### config.mk
export PLATFORM = sky130hd
export DESIGN_NAME = pc_unit_flat
export DESIGN_NICKNAME = d
export VERILOG_FILES = /design/src/rtl/mips_pkg.sv /design/src/rtl/pc_unit_if.sv /design/src/rtl/pc_ras.sv /design/src/rtl/pc_unit.sv /design/src/flat_wrapper.sv
export SDC_FILE = /design/constraint.sdc
export NUM_CORES = 1
export LEC_CHECK = 0
export CORE_MARGIN = 1.5
export CORE_UTILIZATION = 42
export DETAILED_ROUTE_END_ITERATION = 10
export GPL_ROUTABILITY_DRIVEN = 0
export PLACE_DENSITY = 0.82
export SYNTH_ARGS = -nofsm -noshare
export SYNTH_HDL_FRONTEND = slang
export SYNTH_SLANG_ARGS = --single-unit
### constraint.sdc
create_clock -name clk -period 2.6 [get_ports clk]
set_input_delay 0.52 -clock clk [delete_from_list [all_inputs] [get_ports clk]]
set_output_delay 0.52 -clock clk [all_outputs]
set_load 0.1 [all_outputs]
### src/rtl/mips_pkg.sv
// Shared definitions for the MIPS fetch path: word size, default reset vector
// and the next-PC source encoding.
package mips_pkg;

   localparam int unsigned WORD_BYTES           = 4;
   localparam logic [31:0] DEFAULT_RESET_VECTOR = 32'h0000_0000;

   typedef enum logic [1:0] {
      SEL_SEQ,
      SEL_BR,
      SEL_J,
      SEL_JR
   } pc_sel_e;

   // Fixed redirect priority: jr > jump > branch > sequential.
   function automatic pc_sel_e next_pc_sel(input logic jr, input logic jump,
                                           input logic branch_taken);
      pc_sel_e sel;
      sel = SEL_SEQ;
      if (jr)                sel = SEL_JR;
      else if (jump)         sel = SEL_J;
      else if (branch_taken) sel = SEL_BR;
      return sel;
   endfunction

endpackage

### src/rtl/pc_unit_if.sv
// Redirect requests in, fetch address and status out. Return-address-stack
// signals exist only when PC_RAS_EN is defined.
interface pc_unit_if #(
   parameter int unsigned WIDTH     = 32,
   parameter int unsigned CNT_WIDTH = 32
);
   logic                 stall;
   logic                 branch_taken;
   logic [WIDTH-1:0]     branch_target;
   logic                 jump;
   logic [WIDTH-1:0]     jump_target;
   logic                 jr;
   logic [WIDTH-1:0]     jr_target;
   logic [WIDTH-1:0]     pc;
   logic [WIDTH-1:0]     pc_plus4;
   logic                 misalign_err;
   logic [CNT_WIDTH-1:0] instr_count;
`ifdef PC_RAS_EN
   logic                 link;
   logic                 ret;
   logic [WIDTH-1:0]     ras_top;
   logic                 ras_valid;
`endif

   modport master (
`ifdef PC_RAS_EN
      output link, ret,
      input  ras_top, ras_valid,
`endif
      output stall, branch_taken, branch_target, jump, jump_target, jr, jr_target,
      input  pc, pc_plus4, misalign_err, instr_count
   );

   modport slave (
`ifdef PC_RAS_EN
      input  link, ret,
      output ras_top, ras_valid,
`endif
      input  stall, branch_taken, branch_target, jump, jump_target, jr, jr_target,
      output pc, pc_plus4, misalign_err, instr_count
   );

endinterface

### src/rtl/pc_ras.sv
// Circular return-address stack; a push when full overwrites the oldest entry,
// a pop when empty is ignored, and pop wins over a simultaneous push.
module pc_ras #(
   parameter int unsigned WIDTH = 32,
   parameter int unsigned DEPTH = 4
) (
   input  logic             clk,
   input  logic             rst_n,
   input  logic             push,
   input  logic             pop,
   input  logic [WIDTH-1:0] push_data,
   output logic [WIDTH-1:0] top,
   output logic             valid
);
   localparam int unsigned PW = $clog2(DEPTH);

   logic [WIDTH-1:0] mem_q [DEPTH];
   logic [WIDTH-1:0] mem_d [DEPTH];
   logic [PW-1:0]    top_q, top_d;
   logic [PW:0]      cnt_q, cnt_d;

   always_comb begin
      mem_d = mem_q;
      top_d = top_q;
      cnt_d = cnt_q;
      if (pop) begin
         if (cnt_q != '0) begin
            top_d = top_q - PW'(1);
            cnt_d = cnt_q - (PW+1)'(1);
         end
      end else if (push) begin
         // Index wraps naturally, so the slot after the newest is the oldest.
         top_d        = top_q + PW'(1);
         mem_d[top_d] = push_data;
         if (cnt_q != (PW+1)'(DEPTH)) cnt_d = cnt_q + (PW+1)'(1);
      end
   end

   always_ff @(posedge clk or negedge rst_n) begin
      if (!rst_n) begin
         mem_q <= '{default: '0};
         top_q <= '1;
         cnt_q <= '0;
      end else begin
         mem_q <= mem_d;
         top_q <= top_d;
         cnt_q <= cnt_d;
      end
   end

   assign top   = mem_q[top_q];
   assign valid = (cnt_q != '0);

endmodule

### src/rtl/pc_unit.sv
// Program-counter unit: next-PC select, stall hold, sticky misalignment flag,
// saturating retire counter. Optional return-address stack via PC_RAS_EN.
module pc_unit
   import mips_pkg::*;
#(
   parameter int unsigned      WIDTH        = 32,
   parameter logic [WIDTH-1:0] RESET_VECTOR = WIDTH'(DEFAULT_RESET_VECTOR),
   parameter int unsigned      CNT_WIDTH    = 32,
   parameter int unsigned      RAS_DEPTH    = 4
) (
   input  logic      clk,
   input  logic      rst_n,
   pc_unit_if.slave  bus
);

   if (WIDTH < 8 || RESET_VECTOR[1:0] != 2'b00 || RAS_DEPTH < 2 || RAS_DEPTH > 16
       || (RAS_DEPTH & (RAS_DEPTH - 1)) != 0) begin : g_bad_cfg
      $error("pc_unit: illegal parameter combination");
   end

   pc_sel_e              sel;
   logic [WIDTH-1:0]     pc_q, pc_d;
   logic [WIDTH-1:0]     pc_plus4;
   logic [WIDTH-1:0]     target;
   logic                 err_q, err_d;
   logic [CNT_WIDTH-1:0] cnt_q, cnt_d;

   always_comb begin
      pc_plus4 = pc_q + WIDTH'(WORD_BYTES);
      sel      = next_pc_sel(bus.jr, bus.jump, bus.branch_taken);
      case (sel)
         SEL_JR:  target = bus.jr_target;
         SEL_J:   target = bus.jump_target;
         SEL_BR:  target = bus.branch_target;
         default: target = pc_plus4;
      endcase

      pc_d  = pc_q;
      err_d = err_q;
      cnt_d = cnt_q;
      if (!bus.stall) begin
         // Low bits are forced clear; pc_plus4 is aligned so only redirects flag.
         pc_d = {target[WIDTH-1:2], 2'b00};
         if (target[1:0] != 2'b00) err_d = 1'b1;
         if (cnt_q != '1) cnt_d = cnt_q + CNT_WIDTH'(1);
      end
   end

   always_ff @(posedge clk or negedge rst_n) begin
      if (!rst_n) begin
         pc_q  <= RESET_VECTOR;
         err_q <= 1'b0;
         cnt_q <= '0;
      end else begin
         pc_q  <= pc_d;
         err_q <= err_d;
         cnt_q <= cnt_d;
      end
   end

   assign bus.pc           = pc_q;
   assign bus.pc_plus4     = pc_plus4;
   assign bus.misalign_err = err_q;
   assign bus.instr_count  = cnt_q;

`ifdef PC_RAS_EN
   pc_ras #(
      .WIDTH (WIDTH),
      .DEPTH (RAS_DEPTH)
   ) u_ras (
      .clk       (clk),
      .rst_n     (rst_n),
      .push      (bus.jump & bus.link & ~bus.stall),
      .pop       (bus.jr & bus.ret & ~bus.stall),
      .push_data (pc_plus4),
      .top       (bus.ras_top),
      .valid     (bus.ras_valid)
   );
`endif

endmodule

### src/flat_wrapper.sv
// flat-port wrapper written by rule: the top's interface ports become plain ports
module pc_unit_flat import mips_pkg::*;
#(
   parameter int unsigned      WIDTH        = 32,
   parameter logic [WIDTH-1:0] RESET_VECTOR = WIDTH'(DEFAULT_RESET_VECTOR),
   parameter int unsigned      CNT_WIDTH    = 32,
   parameter int unsigned      RAS_DEPTH    = 4
)
  (clk, rst_n, bus_stall, bus_branch_taken, bus_branch_target, bus_jump, bus_jump_target, bus_jr, bus_jr_target, bus_pc, bus_pc_plus4, bus_misalign_err, bus_instr_count);
  pc_unit_if #(.WIDTH(WIDTH), .CNT_WIDTH(CNT_WIDTH)) bus_i ();
  input  logic clk;
  input  logic rst_n;
  input wire logic [$bits(bus_i.stall)-1:0] bus_stall;
  input wire logic [$bits(bus_i.branch_taken)-1:0] bus_branch_taken;
  input wire logic [$bits(bus_i.branch_target)-1:0] bus_branch_target;
  input wire logic [$bits(bus_i.jump)-1:0] bus_jump;
  input wire logic [$bits(bus_i.jump_target)-1:0] bus_jump_target;
  input wire logic [$bits(bus_i.jr)-1:0] bus_jr;
  input wire logic [$bits(bus_i.jr_target)-1:0] bus_jr_target;
  output wire logic [$bits(bus_i.pc)-1:0] bus_pc;
  output wire logic [$bits(bus_i.pc_plus4)-1:0] bus_pc_plus4;
  output wire logic [$bits(bus_i.misalign_err)-1:0] bus_misalign_err;
  output wire logic [$bits(bus_i.instr_count)-1:0] bus_instr_count;
  assign bus_i.stall = bus_stall;
  assign bus_i.branch_taken = bus_branch_taken;
  assign bus_i.branch_target = bus_branch_target;
  assign bus_i.jump = bus_jump;
  assign bus_i.jump_target = bus_jump_target;
  assign bus_i.jr = bus_jr;
  assign bus_i.jr_target = bus_jr_target;
  assign bus_pc = bus_i.pc;
  assign bus_pc_plus4 = bus_i.pc_plus4;
  assign bus_misalign_err = bus_i.misalign_err;
  assign bus_instr_count = bus_i.instr_count;
  pc_unit #(.WIDTH(WIDTH), .RESET_VECTOR(RESET_VECTOR), .CNT_WIDTH(CNT_WIDTH), .RAS_DEPTH(RAS_DEPTH)) u_core (.clk(clk), .rst_n(rst_n), .bus(bus_i));
endmodule
==> results of run 1 <==
## cell families (layout without fill, tap and decap cells)
family	count (synthesis)	after routing	synth area share, %
compound gates	140	140	22.2
xor+xnor	54	54	11.1
fa+ha+maj	2	2	0.588
buf+inv	58	306	5.73
flops	63	63	37.0
mux	1	1	0.353
other cells	1	4	0.0881
simple gates	181	181	22.8
## per-stage QoR
stage | cell area [um2] | hold slack [ps] | setup TNS, ps
final | 7830 | 207 | 0
after detailed placement | 7140 | 449 | 0
after CTS | 7560 | 237 | -294
after global placement | 7140 | 445 | 0
after floorplan | 4930 | 224 | -4230
after global routing | 7830 | 258 | -1030
## cell usage after synthesis (3+ instances only)
cell type   n  area [um2]
a31oi_1     5        31.3
xnor2_1    37         324
nor2b_1     7        43.8
nor4_1      5        31.3
a221o_1     7        70.1
and4_1      4        35.0
o31a_1      7        61.3
o32ai_1     3        26.3
a221oi_1   16         140
clkbuf_1   26        97.6
inv_1      21        78.8
xor2_1     17         149
dfrtp_1    63        1580
or4_1       4        30.0
buf_1       3        11.3
and3_1      8        50.1
buf_4       4        30.0
nor3_1     18        90.1
nand4_1    18         113
a21oi_1    27         135
nor2_1     40         150
nand3_1    32         160
o21ai_0    35         175
a22oi_1    14         105
nand2_1    32         120
o32a_1      3        30.0
buf_2       3        15.0
o22ai_1    11        68.8
## layer usage
metal	share of wire [%]	vias up	GRT usage, %	routed length, um
met1	38	2517	36.2	6590
met2	51	279	54.8	8820
met3	9.0	38	8.68	1580
li1	-	2347	-	-
met5	0	-	0	0
met4	2.7	0	10.1	466
## final timing paths
path                                          from                          to  slack, ps  depth (start not counted)
min reg2reg                u_core.bus.misalign_err     u_core.bus.misalign_err        470                          1
min in group clk           u_core.bus.misalign_err     u_core.bus.misalign_err        470                          1
max                              u_core.bus.pc[11]            bus_pc_plus4[29]          3                          6
max reg2reg                       u_core.bus.pc[2]           u_core.bus.pc[26]        410                          9
max in group asynchronous                    rst_n            u_core.bus.pc[5]       1620                          2
min                                          rst_n  u_core.bus.instr_count[21]        210                          1
## sequential cells by signal, indices dropped and copies added, names as in the netlist
name,flops
u_core.bus.instr_count,32
u_core.bus.pc,30
u_core.bus.misalign_err,1
## power by group through the flow
stage | combinational (mW) | sequential [mW] | clock, mW
after floorplan | 0.997 | 2.16 | 0
after global placement | 2.55 | 1.35 | 0
after detailed placement | 2.57 | 1.36 | 0
after CTS | 2.62 | 1.33 | 0.849
after global routing | 2.81 | 1.32 | 0.886
final | 2.73 | 1.30 | 0.843
## critical path, cell delays in order (launching register included)
cell and delay, ps:
dfrtp_4 440, nand3_4 130, nor4_4 280, buf_4 190, nand4_1 220, xnor2_4 250
buf_12 190
## cell type report
type / count / area, um2 / area share, %
clock buffer: 13 / 169 / 2.16
clock inverter: 3 / 17.5 / 0.224
inverter: 21 / 78.8 / 1.01
multi-input combinational: 382 / 3120 / 39.9
sequential: 63 / 1670 / 21.3
tap: 133 / 166 / 2.13
timing repair buffer: 269 / 2610 / 33.3
## timing repair
action,in CTS,in global routing
setup buffers,21,29
endpoints found under the hold margin,0,0
gates resized for setup,16,11
pin swaps,17,14
endpoints found under the setup margin,21,20
==> qor.txt, run 1 <==
Iteration-0 DRC Markers - 469
pre-CTS setup slack - 108 ps
clk_lat worst skew - 370 ps
clock power share - 17.3%
Netlist Area Pre-Place - 4260 um2
CTS tree - done
initial antenna violation count - 0
Util after Layout - 79.7%
Final Cycle Share - 99.9%
first-pass GRT wire length - 26,300 um
Max Cap Violations - 0
Tot Pwr - 4.87 mW
FFs w/ async S/R, synth - 100%
Fillers - 610
Sw Pwr - 2.48 mW
Inserted Diodes - 0
commonest cells after routing, fill and taps aside - 136 x buf_4, 98 x clkdlybuf4s50_1, 36 x nor2_1
WP data required - 2080 ps
detailed placement HPWL - 12,000 um
drt pass-1 iters - 5
Layout Cells excl Fill - 884
final WL - 17,500 um
final setup vio count - 0
Die W - 104 um
Detail Route Antenna Nets - 0
power per cell area - 622 nW/um2
core area - 9820 um2
status - completed
num rows - 36
Gate Count Post-Synth - 500
Nets - 850
DRC - 0
most common cell after layout, fill and taps aside - buf_4
FF+latch count, synth - 63
number of vias per cell - 5.86
Worst Skew - 12.0 ps
share of cells above drive strength 1 - 37.5%
Hold WC Path Type - primary input to async pin
gr usage total - 31.0%
RSZ-0062 raised after global routing - true
Synth-to-Final Area Change - 83.9%
Max Freq - 385 MHz
placed cell count - 818
Comb pwr share - 56.0%
CTS sink cnt - 63
synth warn - 0
Max Buffers Root-to-Sink - 2
TritonCTS buffer count - 9
Sw Ratio - 50.8%
CTS Root Buffer Type - clkbuf_8
gr ovfl total - 0
Critical Path Start Type - flip-flop
die height - 104 um
crit path kind - flip-flop to primary output
Syn Area/Cell - 8.51 um2
Initial Util - 43.3%
IO Pins - 199
Worst-path clk slew - 80 ps
via count - 5,181
Pleak - 3.32 nW
vias in the first global route - 4,959
die area - 10,700 um2
drt wl/cell - 19.7 um
CP endpoint kind - primary output
measured slew at the worst slew-check pin - 730 ps
main flop type after synthesis - dfrtp_1
H-tree depth - 3
Slew Viols, Final - 0
Min Clock Period, post-route - 2600 ps
library cells used by synthesis - 50
largest net degree at the start of global routing - 64
Slew HR - 51.4%
Post-synth EDFFs - 0
Internal Power - 2.40 mW
sequential share of the synthesized area - 37.0%
Peak VDD IR - 0.824 mV
port bufs - 194
Hold Vio Cnt, Final - 0
crit path DAT - 2080 ps
crit path max fanout - 7
final setup margin - 3.38 ps
sequential share of power - 26.7%
# hold bufs at CTS - 0
No activity file was read; power rests on OpenSTA's default activity.
==> run 2: changes to the inputs <==
--- a/config.mk
+++ b/config.mk
@@ -5,6 +5,7 @@
 export SDC_FILE = /design/constraint.sdc
 export NUM_CORES = 1
 export LEC_CHECK = 0
+export CAP_MARGIN = 20
 export CORE_MARGIN = 1.5
 export CORE_UTILIZATION = 42
 export DETAILED_ROUTE_END_ITERATION = 10
==> results of run 2 <==
No change in the layout: final DEF, timing and power equal those of run 1.
==> run 3: changes to the inputs <==
--- a/config.mk
+++ b/config.mk
@@ -6,11 +6,12 @@
 export NUM_CORES = 1
 export LEC_CHECK = 0
 export CAP_MARGIN = 20
-export CORE_MARGIN = 1.5
+export CORE_MARGIN = 2
 export CORE_UTILIZATION = 42
 export DETAILED_ROUTE_END_ITERATION = 10
 export GPL_ROUTABILITY_DRIVEN = 0
 export PLACE_DENSITY = 0.82
 export SYNTH_ARGS = -nofsm -noshare
 export SYNTH_HDL_FRONTEND = slang
+export SYNTH_HIERARCHICAL = 1
 export SYNTH_SLANG_ARGS = --single-unit
==> run 3 against run 2 <==
Compared with the run above: design area is 0.24% higher; the flow now finishes with violations (negative setup slack); cell count down 0.57%; non-clock buffer count decreased by 16; utilization rose by 0.19 points; highest routed layer unchanged; first-iteration DRC count is 6.6% lower; power grew 0.93%; hold slack improved by 8.1 ps; critical path type unchanged; register-to-register slack worse by 190 ps; clock power is 2.6% higher; wire length down 0.87%; worst setup slack worse by 110 ps; sequential power barely moved.
==> qor.txt, run 3 <==
power per cell area - 627 nW/um2
FF+latch count, synth - 63
drt wl/cell - 19.7 um
die area - 11,000 um2
detailed placement HPWL - 12,100 um
placed cell count - 826
main combinational cell family by area after synthesis - compound AO/OA/AOI/OAI gates
Synth area leader - dfrtp_1
drt pass-1 iters - 8
library cells used by synthesis - 47
RSZ-0062 raised after global routing - true
Die W - 105 um
# hold bufs at CTS - 0
CTS sink cnt - 63
Layout Cells excl Fill - 879
Global Route met3 Usage - 8.55%
clock power share - 17.6%
synth warn - 6
Iteration-0 DRC Markers - 438
Netlist Area Pre-Place - 4270 um2
Worst-path clk slew - 70 ps
IO Pins - 199
Hold WC Path Type - primary input to async pin
Fillers - 622
Critical Path Start Type - flip-flop
measured slew at the worst slew-check pin - 677 ps
number of vias per cell - 5.91
Min Clock Period, post-route - 2700 ps
Max Buffers Root-to-Sink - 2
Yosys top cell area share - 36.9%
placed cell area - 7230 um2
DRC - 0
count leader, synth - dfrtp_1
port bufs - 194
first-pass GRT wire length - 26,600 um
status - complete, but fails checks
Slew Viols, Final - 0
met2 Use GR - 51.0%
Slew HR - 54.8%
initial antenna violation count - 0
CP endpoint kind - primary output
xor and xnor fraction of the mapped netlist area - 11.7%
Comb pwr share - 55.5%
Max Freq - 370 MHz
vias in the first global route - 4,988
Hold Vio Cnt, Final - 0
gr ovfl total - 0
share of cells above drive strength 1 - 37.8%
final WL - 17,300 um
Synth-to-Final Area Change - 83.7%
Nets - 845
Detail Route Antenna Nets - 0
met1 Use GR - 37.5%
Post-synth EDFFs - 0
H-tree depth - 3
CTS tree - done
max reg flops - 32
FFs w/ async S/R, synth - 100%
Syn Area/Cell - 8.33 um2
Max Cap Violations - 0
Sw Ratio - 51.3%
crit path max fanout - 6
crit path kind - flip-flop to primary output
Gate Count Post-Synth - 513
commonest cells after routing, fill and taps aside - 113 x buf_4, 98 x clkdlybuf4s50_1, 55 x o21ai_0
Initial Util - 43.5%
sequential share of the synthesized area - 36.9%
TritonCTS buffer count - 9
final setup vio count - 8
crit path DAT - 2180 ps
Inserted Diodes - 0
CTS Root Buffer Type - clkbuf_8
via count - 5,196
most common cell after layout, fill and taps aside - buf_4
Worst Skew - 14.0 ps
Compound-Gate Fraction of Synth Area - 23.0%
Final Cell Area - 7850 um2
sequential share of power - 26.9%
simple-gate share of the synthesized area - 22.0%
Sw Pwr - 2.52 mW
gr usage total - 30.3%
main flop type after synthesis - dfrtp_1
WP data required - 2080 ps
multiplexer area fraction after synthesis - 0.615%
leading post-synthesis cells by cell area - dfrtp_1 37%, xnor2_1 7.2%, o21ai_0 6.4%, a22oi_1 4.7%, xor2_1 4.5%
post-synthesis adder-cell area fraction - 0.586%
Final Cycle Share - 104%
clk_lat worst skew - 340 ps
Min Hold Slack - 215 ps
Tot Pwr - 4.92 mW
Pleak - 3.31 nW
list of most frequent post-synthesis cells - 63 x dfrtp_1, 55 x o21ai_0, 43 x nand2_1, 43 x nor2_1, 35 x xnor2_1
final setup margin - -104 ps
Most Crowded Layer GR - met2
core area - 9820 um2
Internal Power - 2.39 mW
Peak VDD IR - 0.796 mV
die height - 105 um
largest net degree at the start of global routing - 68
pre-CTS setup slack - 56.6 ps
failing checks - negative setup slack
num rows - 36
## run 3: cell types whose count changed in the layout (fill, tap and decap cells not counted), sizes merged, moves of 7 or more
cell	delta
o21ai	+20
buf	-16
a22oi	+13
nand2	+11
nand3	-10
a21oi	-7
a31oi	+7
o31a	-7
## run 3: what timing repair did
action / CTS / global route
resized for setup: 15 / 20
buffers inserted: 27 / 9
pin swaps: 15 / 8
gates cloned: 1 / 0
setup endpoints to repair: 21 / 22
## run 3: metrics by stage
| step | TNS (ps) | util (%) |
|---|---|---|
| final | -301 | 79.9 |
| after global routing | -1250 | 79.9 |
| after CTS | -668 | 78.2 |
| after detailed placement | 0 | 73.6 |
| after global placement | 0 | 73.6 |
| after floorplan | -4120 | - |
## run 3: worst max-delay path: stages (launching register included)
cell and delay, ps:
dfrtp_4 490, nand3_4 150, nor4_4 350, buf_6 190, nand4_1 240, xnor2_4 230, buf_12 190
## run 3: kinds of logic after synthesis
| logic type | Yosys count |
|---|---|
| compound gates | 152 |
| xor+xnor | 57 |
| fa+ha+maj | 2 |
| buf+inv | 53 |
| flops | 63 |
| mux | 2 |
| other cells | 1 |
| simple gates | 183 |
## run 3: area by class of cell
cell class | instances | area (um2) | share of cell area [%]
clock buffers | 9 | 124 | 1.58
clock inverters | 7 | 72.6 | 0.925
inverters | 14 | 52.6 | 0.670
multi-input cells | 400 | 3210 | 40.9
flip-flops and latches | 63 | 1670 | 21.3
well taps | 133 | 166 | 2.12
repair buffers | 253 | 2550 | 32.5
## run 3: final timing paths
path                                    startpoint                          to  slack (ps)  cells past startpoint
max                              u_core/bus.pc[15]            bus_pc_plus4[28]        -100                      6
min                                          rst_n  u_core/bus.instr_count[22]         220                      1
max reg2reg                      u_core/bus.pc[15]           u_core/bus.pc[28]         220                      8
min reg2reg                u_core/bus.misalign_err     u_core/bus.misalign_err         470                      1
max in group asynchronous                    rst_n  u_core/bus.instr_count[27]        1740                      2
min in group clk           u_core/bus.misalign_err     u_core/bus.misalign_err         470                      1
## run 3: layer usage
layer	vias to the layer above	wire length, um
met5	-	0
met4	0	329
met3	35	1920
met2	337	8660
met1	2487	6390
li1	2337	-
## run 3: power groups by stage
stage,Combinational [mW],Clock [mW],Sequential (mW)
2_1_floorplan,0.975,0,2.22
3_3_place_gp,2.57,0,1.38
3_5_place_dp,2.59,0,1.39
4_1_cts,2.69,0.874,1.32
5_1_grt,2.81,0.921,1.34
6_report,2.73,0.865,1.32
